<file path="src/rtl/seg7_scan_driver_if.sv">
// Bundle of signals between board-level logic (master) and the
// seven-segment scan driver (slave).
//   value      packed nibbles, digit i = value[4i+3:4i]
//   load       capture value/dp_in into the driver's shadow registers
//   dp_in      per-digit decimal point, 1 = lit
//   en_mask    per-digit enable, sampled live
//   blank_lz   blank leading zeros, sampled live
//   mode_bcd   1 = nibbles above 9 show a dash
//   seg        segments {g,f,e,d,c,b,a}
//   dp_out     decimal point of the active digit
//   an         one-hot digit select
//   frame_tick one-cycle pulse at scan wrap
interface seg7_scan_driver_if #(
    parameter int DIGITS = 8
);
    logic [4*DIGITS-1:0] value;
    logic                load;
    logic [DIGITS-1:0]   dp_in;
    logic [DIGITS-1:0]   en_mask;
    logic                blank_lz;
    logic                mode_bcd;
    logic [6:0]          seg;
    logic                dp_out;
    logic [DIGITS-1:0]   an;
    logic                frame_tick;

    modport master (
        output value, load, dp_in, en_mask, blank_lz, mode_bcd,
        input  seg, dp_out, an, frame_tick
    );

    modport slave (
        input  value, load, dp_in, en_mask, blank_lz, mode_bcd,
        output seg, dp_out, an, frame_tick
    );
endinterface

</file>
<file path="src/rtl/seg7_scan_driver.sv">
// Multi-digit seven-segment scan driver. Captures a nibble vector into a
// shadow register and time-multiplexes it across DIGITS digits, with
// per-digit enable, decimal points, leading-zero blanking, BCD/hex mode and
// one cycle of dead time at the start of every digit slot.
// Ports:
//   clk  system clock
//   rst  synchronous reset, active-high
//   bus  seg7_scan_driver_if slave modport (DIGITS must match)
// All outputs are registered: they reflect idx/prescaler/shadow/live
// controls of the previous cycle.
module seg7_scan_driver #(
    parameter int DIGITS     = 8,
    parameter int DIV        = 1000,
    parameter int ACTIVE_LOW = 1
) (
    input logic               clk,
    input logic               rst,
    seg7_scan_driver_if.slave bus
);
    localparam int                IDXW     = (DIGITS > 1) ? $clog2(DIGITS) : 1;
    localparam int                PW       = $clog2(DIV);
    localparam logic [PW-1:0]     PS_LAST  = PW'(DIV - 1);
    localparam logic [IDXW-1:0]   IDX_LAST = IDXW'(DIGITS - 1);
    // Internal logic is active-low; INV flips all pins for active-high boards.
    localparam logic              INV      = (ACTIVE_LOW == 0);

    logic [4*DIGITS-1:0] shadow;
    logic [DIGITS-1:0]   shadow_dp;
    logic [IDXW-1:0]     idx;
    logic [PW-1:0]       prescaler;

    logic [DIGITS-1:0]   zero_from;
    logic [3:0]          nib;
    logic                cur_en;
    logic                cur_dp;
    logic                cur_zero;
    logic                zero_run;
    logic                suppress;
    logic [6:0]          seg_al;
    logic [6:0]          seg_next;
    logic                dp_next;
    logic [DIGITS-1:0]   an_next;

    function automatic logic [6:0] decode_al(input logic [3:0] n);
        logic [6:0] s;
        case (n)
            4'h0: s = 7'b1000000;
            4'h1: s = 7'b1111001;
            4'h2: s = 7'b0100100;
            4'h3: s = 7'b0110000;
            4'h4: s = 7'b0011001;
            4'h5: s = 7'b0010010;
            4'h6: s = 7'b0000010;
            4'h7: s = 7'b1111000;
            4'h8: s = 7'b0000000;
            4'h9: s = 7'b0010000;
            4'hA: s = 7'b0001000;
            4'hB: s = 7'b0000011;
            4'hC: s = 7'b1000110;
            4'hD: s = 7'b0100001;
            4'hE: s = 7'b0000110;
            default: s = 7'b0001110;
        endcase
        return s;
    endfunction

    always_comb begin
        zero_from = '0;
        zero_run  = 1'b1;
        nib       = 4'h0;
        cur_en    = 1'b0;
        cur_dp    = 1'b0;
        cur_zero  = 1'b0;
        // zero_from[i]: nibbles i..DIGITS-1 of the shadow are all zero.
        for (int i = DIGITS - 1; i >= 0; i--) begin
            zero_run     = zero_run & (shadow[4*i +: 4] == 4'h0);
            zero_from[i] = zero_run;
        end
        for (int i = 0; i < DIGITS; i++) begin
            if (IDXW'(i) == idx) begin
                nib      = shadow[4*i +: 4];
                cur_en   = bus.en_mask[i];
                cur_dp   = shadow_dp[i];
                cur_zero = zero_from[i];
            end
        end
        // Digit 0 is never blanked by leading-zero suppression.
        suppress = !cur_en || (bus.blank_lz && (idx != '0) && cur_zero);
        seg_al   = (bus.mode_bcd && (nib > 4'd9)) ? 7'b0111111 : decode_al(nib);
        seg_next = suppress ? 7'b1111111 : seg_al;
        dp_next  = suppress ? 1'b1 : !cur_dp;
        an_next  = '1;
        // Slot dead time: anodes stay off while prescaler is 0.
        if ((prescaler != '0) && !suppress) begin
            an_next[idx] = 1'b0;
        end
    end

    always_ff @(posedge clk) begin
        if (rst) begin
            shadow         <= '0;
            shadow_dp      <= '0;
            idx            <= '0;
            prescaler      <= '0;
            bus.seg        <= {7{!INV}};
            bus.dp_out     <= !INV;
            bus.an         <= {DIGITS{!INV}};
            bus.frame_tick <= 1'b0;
        end else begin
            if (bus.load) begin
                shadow    <= bus.value;
                shadow_dp <= bus.dp_in;
            end
            if (prescaler == PS_LAST) begin
                prescaler <= '0;
                idx       <= (idx == IDX_LAST) ? '0 : idx + 1'b1;
            end else begin
                prescaler <= prescaler + 1'b1;
            end
            bus.frame_tick <= (prescaler == PS_LAST) && (idx == IDX_LAST);
            bus.seg        <= seg_next ^ {7{INV}};
            bus.dp_out     <= dp_next ^ INV;
            bus.an         <= an_next ^ {DIGITS{INV}};
        end
    end
endmodule

</file>
<file path="src/flat_wrapper.sv">
// flat-port wrapper written by rule: the top's interface ports become plain ports
module seg7_scan_driver_flat 
#(
    parameter int DIGITS     = 8,
    parameter int DIV        = 1000,
    parameter int ACTIVE_LOW = 1
)
  (clk, rst, bus_value, bus_load, bus_dp_in, bus_en_mask, bus_blank_lz, bus_mode_bcd, bus_seg, bus_dp_out, bus_an, bus_frame_tick);
  seg7_scan_driver_if #(.DIGITS(DIGITS)) bus_i ();
  input logic clk;
  input logic rst;
  input wire logic [$bits(bus_i.value)-1:0] bus_value;
  input wire logic [$bits(bus_i.load)-1:0] bus_load;
  input wire logic [$bits(bus_i.dp_in)-1:0] bus_dp_in;
  input wire logic [$bits(bus_i.en_mask)-1:0] bus_en_mask;
  input wire logic [$bits(bus_i.blank_lz)-1:0] bus_blank_lz;
  input wire logic [$bits(bus_i.mode_bcd)-1:0] bus_mode_bcd;
  output wire logic [$bits(bus_i.seg)-1:0] bus_seg;
  output wire logic [$bits(bus_i.dp_out)-1:0] bus_dp_out;
  output wire logic [$bits(bus_i.an)-1:0] bus_an;
  output wire logic [$bits(bus_i.frame_tick)-1:0] bus_frame_tick;
  assign bus_i.value = bus_value;
  assign bus_i.load = bus_load;
  assign bus_i.dp_in = bus_dp_in;
  assign bus_i.en_mask = bus_en_mask;
  assign bus_i.blank_lz = bus_blank_lz;
  assign bus_i.mode_bcd = bus_mode_bcd;
  assign bus_seg = bus_i.seg;
  assign bus_dp_out = bus_i.dp_out;
  assign bus_an = bus_i.an;
  assign bus_frame_tick = bus_i.frame_tick;
  seg7_scan_driver #(.DIGITS(DIGITS), .DIV(DIV), .ACTIVE_LOW(ACTIVE_LOW)) u_core (.clk(clk), .rst(rst), .bus(bus_i));
endmodule
</file>
<file path="config.mk">
export PLATFORM = sky130hd
export DESIGN_NAME = seg7_scan_driver_flat
export DESIGN_NICKNAME = d
export VERILOG_FILES = /design/src/rtl/seg7_scan_driver_if.sv /design/src/rtl/seg7_scan_driver.sv /design/src/flat_wrapper.sv
export SDC_FILE = /design/constraint.sdc
export NUM_CORES = 1
export LEC_CHECK = 0
export ABC_AREA = 1
export BUFFER_PORTS_ARGS = -buffer_cell sky130_fd_sc_hd__buf_2
export CORE_UTILIZATION = 45
export CTS_CLUSTER_DIAMETER = 60
export CTS_CLUSTER_SIZE = 24
export DETAILED_ROUTE_END_ITERATION = 16
export PLACE_DENSITY = 0.67
export SETUP_SLACK_MARGIN = 0.05
export SKIP_LAST_GASP = 1
export SYNTH_ARGS = -nofsm -noshare
export SYNTH_HDL_FRONTEND = slang
export SYNTH_SLANG_ARGS = --single-unit
</file>
<file path="constraint.sdc">
create_clock -name clk -period 3.15 [get_ports clk]
set_input_delay 0.1575 -clock clk [delete_from_list [all_inputs] [get_ports clk]]
set_output_delay 0.1575 -clock clk [all_outputs]
set_load 0.05 [all_outputs]
</file>
==> results summary <==
The number of clock sinks seen by CTS is 70. The final count of negative-setup-slack endpoints came out at 0. The first global-routing pass estimated 14.0 mm of wire.

The Yosys warning count is 0. The number of global-route vias before repair came out at 3138. The number of levels in the clock H-tree is 3. The synthesized design contains 0 enable-type register cells. Of the cells placed in the final design, the portion with a size suffix greater than 1 is 0.175. The number of library cell types mapped by synthesis came out at 34. The hold buffer count at cts is 0. TritonCTS built the clock tree. The pre-antenna-repair detailed-routing pass consisted of 5 iterations. The sequential share of the synthesized area came out at 0.395.

The routed design could run at a clock period as short as 2.74 ns. The final clock skew is 0.00732 ns. In this run the deepest clock path goes through 2 buffers. At the end of routability-driven placement, the weighted congestion stood at 0.948. From left edge to right edge, the die measures 90.8 µm.

OpenSTA, run right after detailed placement, puts the worst setup slack at 0.447 ns. Across every metal layer, demand over resource in global routing totals 0.214. The count of routing violations after the opening detailed-route iteration is 123. The cell count after synthesis came out at 511.

The number of fill cells is 784. The run finished with clean final reports. The remaining number of nets flagged by the antenna check after routing is 0. The detailed router put a total of 3.88 mm of wire on met1. The total global routing overflow came out at 0. The placed standard-cell area came out at 3920 µm². The netlist area before placement came out at 3550 µm². The worst hold path begins at bus_value[16]. 0 antenna diodes ended up in the layout. The met2 wire length came out at 3.61 mm. The layout overhead on the synthesized area is 17.2%. Setup repair after global routing left no endpoint under its margin. Clock-pin slew was measured on the worst setup and hold paths at 0.08 ns. The total power came out at 2.05 mW. The number of antenna violations at the first check in global routing is 0.

The most critical setup path has its startpoint at u_core.idx[2]. The final hold violation count is 0. The async set or reset register ratio after synthesis came out at 0.

After layout, the worst setup slack is 0.407 ns. The I/O pin total is 70. The final layout contains routed wiring with a total length of 8.07 mm.

The net total in the final layout came out at 639. The maximum clock frequency came out at 365 MHz. Once the clock tree was built, the setup fixing pass inserted 0 buffers.

The tightest min-delay check is of the in2reg type. The total length of routed met3 wires came out at 437 µm. In this run the critical register-to-register path is launched from u_core.idx[2]. The worst setup path is captured at a flop. For this block, the via count after detailed routing is 3275.

The relative max-transition margin came out at 0.441. The launching element type of the critical path is a flop. The worst-case IR drop observed on VDD is 216 µV. The floorplan die height is 90.8 µm. The maximum number of pins on one net before global-route repair came out at 48. The floorplan step defined a core boundary enclosing 7690 µm². The total negative setup slack came out at 0 ns. The count of buffers added on input and output ports is 69. The uppermost layer routed is met4. The die footprint came out at 8240 µm². The power per standard cell area is 492 nW/µm². After synthesis the netlist holds a flip-flop and latch count of 70.

The number of nets produced by synthesis came out at 578. Yosys attributes the largest share of cell area to sky130_fd_sc_hd__dfxtp_1 (39%), sky130_fd_sc_hd__nand2_1 (17%), sky130_fd_sc_hd__inv_1 (5.5%). The peak fanout along the critical path is 10.

The number of gates resized after CTS was 0. sky130_fd_sc_hd__dfxtp_1 takes more of the synthesized area than any other cell. The detail-routed net length per standard cell is 11.9 µm. The tool flagged a number of max-cap violations equal to 0. The kind of critical path is reg2reg. The final cycle utilization of the critical path came out at 0.871. The required arrival time at the worst endpoint came out at 3.39 ns. The clock latency on the worst-skew pair is 0.37 ns.

The share of synthesized area in the top cell type comes to 0.395. The most frequently used flop master after synthesis is sky130_fd_sc_hd__dfxtp_1. In the layout the commonest cells are sky130_fd_sc_hd__nand2_1 (158), sky130_fd_sc_hd__dfxtp_1 (70), sky130_fd_sc_hd__buf_2 (69), sky130_fd_sc_hd__inv_1 (52), sky130_fd_sc_hd__nor2_1 (52). The storage element area is 1400 µm². The finished cells cover 4160 µm². The pin slew with the least headroom to its limit is 0.839 ns. For this configuration, the core starts out at a cell density of 0.462.

The static leakage power is 1.91 nW. The wire-length estimate of the detail-placed layout is 5.91 mm. The number of DRC violations after detailed routing is 0. Across all register-to-register paths, the minimum setup slack is 0.41 ns. In the routed layout, each cell is associated on average with a via count of 4.82.

Data on the critical path arrives at its endpoint at 2.99 ns. Row generation in the floorplan step produced 32 rows. The area taken by multi-input logic gates came out at 1820 µm².

The max-slew violation count is 0. The library cell used most frequently in the layout, excluding fill and tap cells, is sky130_fd_sc_hd__nand2_1. The tree is rooted in a sky130_fd_sc_hd__clkbuf_8.

The number of buffers added by the clock tree synthesis step is 9. The post-synthesis area per instance is 6.94 µm².
flip-flops by register name, summed over array words and instances (netlist names):
register / count
u_core.shadow: 32
u_core.prescaler: 10
u_core.bus.an: 8
u_core.shadow_dp: 8
u_core.bus.seg: 7
u_core.idx: 3
u_core.bus.dp_out: 1
u_core.bus.frame_tick: 1
cells in the mapped netlist (all sizes together) (5+ instances only):
cell / n
a211oi: 15
a21oi: 39
buf: 9
clkbuf: 11
dfxtp: 70
ha: 14
inv: 55
nand2: 163
nand3: 34
nor2: 54
nor3: 8
nor4: 5
o211ai: 5
o21ai: 11
or2: 5
kinds of logic (layout without fill, tap and decap cells):
family	Yosys count	in the layout	synth area share
AOI/OAI and AO/OA	73	73	0.122
buffers and inverters	77	143	0.0934
and+or+nand+nor	275	275	0.335
xor gates and xnor gates	2	2	0.00494
DFF	70	70	0.395
adders and majority gates	14	14	0.0494
layer usage:
layer	GRT usage	vias to the layer above
met5	0	-
met3	0.0589	13
met1	0.273	1422
li1	-	1757
met4	0.0754	0
met2	0.345	83
final timing paths:
kind | end | cells after the start
worst min-delay path | u_core.shadow[16] | 3
worst max-delay path | u_core.bus.seg[6] | 15
worst min register to register | u_core.prescaler[0] | 1
worst max register to register | u_core.bus.seg[6] | 15
final cells by class:
type,count,area share
Sequential cell,70,0.337
Timing Repair Buffer,70,0.0848
Clock buffer,12,0.0397
Tap cell,102,0.0307
Multi-Input combinational cell,364,0.436
Inverter,57,0.0532
Clock inverter,4,0.0183
power breakdown:
group | switching [mW] | total [mW] | internal [mW]
clock | 0.349 | 0.862 | 0.513
sequential | 0.0233 | 0.949 | 0.926
combinational | 0.151 | 0.236 | 0.0850
stage by stage:
stage,utilization,cells,hold slack [ns]
floorplan,-,511,0.307
global placement,0.510,663,0.413
global route,0.541,679,0.0319
CTS,0.541,679,0.0306
finish,0.541,679,0.0317
detailed placement,0.510,663,0.416
critical path, cell delays in order (launching register included):
cell	delay, ns
sky130_fd_sc_hd__dfxtp_1	0.72
sky130_fd_sc_hd__inv_8	0.07
sky130_fd_sc_hd__ha_1	0.29
sky130_fd_sc_hd__inv_1	0.19
sky130_fd_sc_hd__nand3_1	0.12
sky130_fd_sc_hd__nand2_1	0.07
sky130_fd_sc_hd__nand2_1	0.04
sky130_fd_sc_hd__nand2_1	0.05
sky130_fd_sc_hd__nand2_1	0.05
sky130_fd_sc_hd__nand2_1	0.15
sky130_fd_sc_hd__inv_1	0.12
sky130_fd_sc_hd__ha_1	0.25
sky130_fd_sc_hd__nand2_1	0.16
sky130_fd_sc_hd__nand4_4	0.16
sky130_fd_sc_hd__nand3_1	0.12
sky130_fd_sc_hd__nand2_1	0.05
Power figures use the tool's default switching activity.
